--- config.mk ---
export PLATFORM = sky130hd
export DESIGN_NAME = mux2to1_sweep_tester
export DESIGN_NICKNAME = d
export VERILOG_FILES = /design/src/rtl/mux_tester_pkg.sv /design/src/rtl/mux2to1_sweep_tester_sync2ff.sv /design/src/rtl/mux2to1_sweep_tester.sv
export SDC_FILE = /design/constraint.sdc
export NUM_CORES = 1
export LEC_CHECK = 0
export ABC_CLOCK_PERIOD_IN_PS = 1700
export BUFFER_PORTS_ARGS = -buffer_cell sky130_fd_sc_hd__buf_2
export CAP_MARGIN = 20
export CELL_PAD_IN_SITES_DETAIL_PLACEMENT = 1
export CELL_PAD_IN_SITES_GLOBAL_PLACEMENT = 1
export CORE_MARGIN = 4
export CORE_UTILIZATION = 30
export CTS_CLUSTER_DIAMETER = 80
export DETAILED_ROUTE_END_ITERATION = 8
export PLACE_DENSITY = 0.6
export SLEW_MARGIN = 20
export SYNTH_ARGS = -nofsm -noshare
export SYNTH_HDL_FRONTEND = slang
export SYNTH_HIERARCHICAL = 1
export SYNTH_SLANG_ARGS = --single-unit
--- constraint.sdc ---
create_clock -name clock -period 1.7 [get_ports clock]
set_input_delay 0.255 -clock clock [delete_from_list [all_inputs] [get_ports clock]]
set_output_delay 0.255 -clock clock [all_outputs]
set_load 0.01 [all_outputs]
--- src/rtl/mux_tester_pkg.sv ---
// Shared types and constants for the 2:1 mux sweep tester.
package mux_tester_pkg;

   typedef enum logic [2:0] {
      StIdle,
      StApply,
      StSettle,
      StCheck,
      StDone
   } state_t;

   localparam int unsigned NUM_VECTORS  = 8;
   localparam int unsigned IDX_W        = 3;
   localparam int unsigned FAIL_CNT_W   = 4;
   localparam int unsigned FAIL_CNT_MAX = 15;

   // Reference 2:1 mux: idx[2] selects, idx[1] is the select-1 data, idx[0] select-0 data.
   function automatic logic expected_m(input logic [IDX_W-1:0] idx);
      return idx[2] ? idx[1] : idx[0];
   endfunction

endpackage

--- src/rtl/mux2to1_sweep_tester_sync2ff.sv ---
// Two-flop synchronizer for the asynchronous m input of the mux under test.
// Only instantiated when MUX_TESTER_SYNC_IN_EN is defined.
module sync2ff (
   input  logic clock,
   input  logic reset,
   input  logic d,
   output logic q
);

   logic meta;

   // Two-stage shift; first stage may go metastable, second resolves it.
   always_ff @(posedge clock or posedge reset) begin
      if (reset) begin
         meta <= 1'b0;
         q    <= 1'b0;
      end else begin
         meta <= d;
         q    <= meta;
      end
   end

endmodule

--- src/rtl/mux2to1_sweep_tester.sv ---
// Sweep stimulus/checker for a lab 2:1 multiplexer.
// Drives all 8 (x, y, s) combinations, waits a settle interval per vector, compares m against
// s ? y : x and reports pass/fail, a per-vector failure bitmap and the first failing index.
// Optional: define MUX_TESTER_SYNC_IN_EN to pass m_in through a two-flop synchronizer; SETTLE
// is then stretched by two cycles to cover the synchronizer delay.
module mux2to1_sweep_tester
   import mux_tester_pkg::*;
#(
   parameter int unsigned SETTLE_CYCLES = 2,
   parameter int unsigned NUM_PASSES    = 1
) (
   input  logic                  clock,
   input  logic                  reset,
   input  logic                  start,
   input  logic                  m_in,
   output logic                  x_out,
   output logic                  y_out,
   output logic                  s_out,
   output logic                  busy,
   output logic                  done,
   output logic                  pass,
   output logic [FAIL_CNT_W-1:0] fail_count,
   output logic [7:0]            fail_vector,
   output logic [IDX_W-1:0]      first_fail_idx
);

   localparam int unsigned SETTLE_W = 9;
   localparam int unsigned PASS_W   = 4;

`ifdef MUX_TESTER_SYNC_IN_EN
   localparam logic [SETTLE_W-1:0] SETTLE_LOAD = SETTLE_W'(SETTLE_CYCLES + 2);
`else
   localparam logic [SETTLE_W-1:0] SETTLE_LOAD = SETTLE_W'(SETTLE_CYCLES);
`endif

   localparam logic [PASS_W-1:0]     LAST_PASS = PASS_W'(NUM_PASSES - 1);
   localparam logic [IDX_W-1:0]      LAST_IDX  = IDX_W'(NUM_VECTORS - 1);
   localparam logic [FAIL_CNT_W-1:0] CNT_MAX   = FAIL_CNT_W'(FAIL_CNT_MAX);

   state_t              state;
   logic [IDX_W-1:0]    idx;
   logic [PASS_W-1:0]   pass_cnt;
   logic [SETTLE_W-1:0] settle_cnt;
   logic                m_sample;
   logic                mismatch;
   logic                last_vector;

`ifdef MUX_TESTER_SYNC_IN_EN
   sync2ff u_sync (
      .clock (clock),
      .reset (reset),
      .d     (m_in),
      .q     (m_sample)
   );
`else
   assign m_sample = m_in;
`endif

   assign mismatch    = (m_sample != expected_m(idx));
   assign last_vector = (idx == LAST_IDX) && (pass_cnt == LAST_PASS);

   // Sweep FSM; every output is a register updated alongside the state transition.
   always_ff @(posedge clock or posedge reset) begin
      if (reset) begin
         state          <= StIdle;
         idx            <= '0;
         pass_cnt       <= '0;
         settle_cnt     <= '0;
         x_out          <= 1'b0;
         y_out          <= 1'b0;
         s_out          <= 1'b0;
         busy           <= 1'b0;
         done           <= 1'b0;
         pass           <= 1'b0;
         fail_count     <= '0;
         fail_vector    <= '0;
         first_fail_idx <= '0;
      end else begin
         unique case (state)
            StIdle, StDone: begin
               if (start) begin
                  state          <= StApply;
                  idx            <= '0;
                  pass_cnt       <= '0;
                  {s_out, y_out, x_out} <= '0;
                  busy           <= 1'b1;
                  done           <= 1'b0;
                  pass           <= 1'b0;
                  fail_count     <= '0;
                  fail_vector    <= '0;
                  first_fail_idx <= '0;
               end
            end
            StApply: begin
               settle_cnt <= SETTLE_LOAD;
               state      <= StSettle;
            end
            StSettle: begin
               settle_cnt <= settle_cnt - SETTLE_W'(1);
               if (settle_cnt == SETTLE_W'(1)) begin
                  state <= StCheck;
               end
            end
            StCheck: begin
               if (mismatch) begin
                  fail_vector[idx] <= 1'b1;
                  if (fail_count != CNT_MAX) begin
                     fail_count <= fail_count + FAIL_CNT_W'(1);
                  end
                  // fail_count never returns to zero once bumped, so zero marks the first miss
                  if (fail_count == '0) begin
                     first_fail_idx <= idx;
                  end
               end
               if (last_vector) begin
                  state <= StDone;
                  busy  <= 1'b0;
                  done  <= 1'b1;
                  pass  <= (fail_count == '0) && !mismatch;
               end else begin
                  state <= StApply;
                  idx   <= idx + IDX_W'(1);
                  {s_out, y_out, x_out} <= idx + IDX_W'(1);
                  if (idx == LAST_IDX) begin
                     pass_cnt <= pass_cnt + PASS_W'(1);
                  end
               end
            end
            default: begin
               state <= StIdle;
            end
         endcase
      end
   end

endmodule

==> results by group <==
Finish
  – Area grow syn2layout: 21.8%
  – Reg area: 926 sq um
  – Nets: 227
  – Share of cells above drive strength 1: 25.0%
  – Commonest non-fill, non-tap cell in the layout: dfrtp_1
  – Most frequent cells in the layout: dfrtp_1 (37), nand2_1 (25), buf_2 (24), buf_4 (13)
  – Fillers: 700
  – N_diodes: 0
  – Multi-input logic area: 863 sq um

Place
  – Pre-CTS setup slack: 0.0478 ns
  – Final HPWL DP: 3110 um
  – IO Port Bufs: 24
  – Gpl congestion: 0.724

Yosys
  – Main combinational cell family by area after synthesis: simple AND/OR/NAND/NOR gates
  – Post-Syn Instances: 178
  – Cell variety after synth: 44
  – Post-Syn Area per Cell: 10.4 sq um
  – Synth top area cells: dfrtp_1 (50%), mux2i_1 (6.5%), ha_1 (5.4%)
  – Yosys top cell area share: 49.8%
  – Syn Nets: 190
  – Post-synthesis register bit count: 37
  – Synth Area in Adders: 5.39%
  – Largest area contributor in the netlist: dfrtp_1
  – Yosys warns: 6
  – Simple logic cell fraction of the synthesized area: 17.7%
  – Compound-Gate Fraction of Synth Area: 12.8%
  – Post-synth ARST share: 100%
  – Post-synthesis xor/xnor area fraction: 2.29%
  – Post-synthesis sequential area ratio: 49.8%
  – Post-synth EDFFs: 0
  – Post-synthesis cell area: 1860 sq um
  – Multiplexer area fraction after synthesis: 7.88%
  – Dominant synthesized flop cell: dfrtp_1

Clock network
  – H-tree Lvls: 2
  – CTS tree: done
  – Root buf cell: clkbuf_8
  – CTS buffer count: 5
  – Worst skew pair latency: 0.30 ns
  – Max clock buf depth: 2
  – Clock-pin slew on the worst setup and hold paths: 0.08 ns
  – Clock sink count: 37

Route
  – ANT nets after route: 0
  – Post-Route WL: 4340 um
  – Avg Vias per Cell: 4.97
  – 1st-iter DRT viols: 51
  – Routed WL per cell: 14.9 um
  – Router iterations before antenna repair: 4
  – Via count: 1447
  – DRC errors left: 0

Floorplan
  – Die X: 86.7 um
  – Initial Utilization: 31.2%
  – Row count: 28
  – Core area: 5960 sq um
  – Die area: 7520 sq um
  – Top Ports: 25
  – Die Height: 86.7 um

Run
  – Max Cap Viol: 0

Setup path
  – R2R Setup Slk: 0.1 ns
  – Crit path DAT: 1.79 ns
  – Worst setup endpoint: idx[0]$_DFFE_PP0P_
  – RR Endpoint: idx[0]$_DFFE_PP0P_
  – Worst Setup SP: idx[0]$_DFFE_PP0P_
  – R2R depth: 6
  – Critical path startpoint category: flip-flop
  – Crit Reg-Reg Startpoint: idx[0]$_DFFE_PP0P_
  – Critical path class: flip-flop to flip-flop
  – CP Data Required Time: 1.88 ns
  – CP max FO: 4
  – Crit end category: flip-flop

Global routing
  – Initial antenna violation count: 0
  – Gr busiest metal: met2
  – M3 GR Usage: 3.23%
  – First-pass GRT wire length: 7400 um
  – GR Util met2: 21.8%
  – Vias in the first global route: 1554
  – Met1 Usage GRT: 15.3%
  – Pin count of the biggest net entering global routing: 38
  – Tot GR Track Use: 12.7%
  – Global route overflow: 0

Outcome
  – Status: completed

STA
  – RSZ-0062 raised after global routing: yes
  – Setup violators final: 0
  – Final WS setup: 0.0963 ns
  – Final Hold Viols: 0
  – Final slew viol count: 0
  – Post-route minimum period: 1.60 ns
  – Clk_skew: 0.00776 ns
  – F_max: 0.624 GHz
  – Worst-margin pin slew: 0.483 ns
  – Max-slew headroom at the worst pin: 67.8%
  – Fin crit share: 94.3%

Power
  – Power per Cell Area: 1610 nW/um^2
  – Worst VDD drop: 0.000598 V
  – P_leak: 1.14 nW
  – Total power: 0.00364 W

Hold path
  – Worst min-delay path class: input port to async pin
## where the power goes
part	leakage (nW)	switching, W	internal [W]
registers	0.491	0.000225	0.00112
clock network	0.0585	0.000334	0.000479
logic	0.589	0.000841	0.000643
total	1.14	0.00140	0.00224
## stage by stage
step / hold WS, ns / setup TNS (ns) / instance area, sq um / utilization, % / instances
5_1_grt: 0.102 / -0.00358 / 2260 / 38.0 / 291
4_1_cts: 0.0793 / 0 / 2250 / 37.7 / 290
3_5_place_dp: 0.415 / 0 / 2130 / 35.8 / 282
3_3_place_gp: 0.405 / 0 / 2130 / 35.8 / 282
2_1_floorplan: 0.339 / 0 / 1860 / - / 178
6_report: 0.0601 / 0 / 2260 / 38.0 / 291
## synth_stat cells (3+ instances only)
| master | instances |
|---|---|
| a21oi_1 | 4 |
| clkbuf_1 | 3 |
| buf_2 | 4 |
| o21ai_0 | 3 |
| ha_1 | 8 |
| o31ai_1 | 7 |
| nor2_1 | 12 |
| nand3_1 | 6 |
| dfrtp_1 | 37 |
| nand2_1 | 25 |
| a31oi_1 | 3 |
| inv_1 | 12 |
| mux2i_1 | 12 |
| a211oi_1 | 3 |
| a32o_1 | 4 |
## flip-flops by register name, indices dropped and copies added (netlist names)
register	cells
settle_cnt	9
fail_vector	8
fail_count	4
pass_cnt	4
first_fail_idx	3
state	3
idx	2
busy	1
done	1
pass	1
s_out	1
## per-layer routing
layer  routed length, um  vias up
met2                2130       16
li1                    -      705
met4                  48        0
met3                 177        5
met1                1990      721
met5                   0        -
## worst min path at each step
stage / start / endpoint / slack, ns
after floorplan: start / state[2]$_DFFE_PP0P_ / 0.34
after global placement: reset / fail_vector[3]$_DFFE_PP0P_ / 0.40
after detailed placement: reset / fail_vector[4]$_DFFE_PP0P_ / 0.41
after CTS: reset / fail_vector[4]$_DFFE_PP0P_ / 0.08
after global routing: reset / fail_vector[2]$_DFFE_PP0P_ / 0.10
final: reset / idx[1]$_DFFE_PP0P_ / 0.06
## area by class of cell
cell class / instances / area share (%)
Sequential cell: 37 / 40.9
Inverter: 12 / 1.99
Tap cell: 75 / 4.15
Multi-Input combinational cell: 122 / 38.2
Clock buffer: 7 / 3.82
Timing Repair Buffer: 37 / 9.62
Clock inverter: 1 / 1.33
## what timing repair did
action,in CTS,in global routing
hold buffers,0,0
setup buffers,0,1
endpoints found under the setup margin,0,9
gates resized for setup,0,2
## cells by family after synthesis
kind of cell,Yosys count
compound gates,33
fa+ha+maj,8
flops,37
xor+xnor,4
buf+inv,19
simple gates,63
mux,14
## critical path: stages (launching register included)
cell	delay, ns
dfrtp_1	0.40
ha_1	0.21
ha_1	0.19
and4bb_2	0.27
nand2_2	0.09
o21ai_2	0.07
mux2_2	0.27
Note: power is estimated with default switching activity, not from simulation.
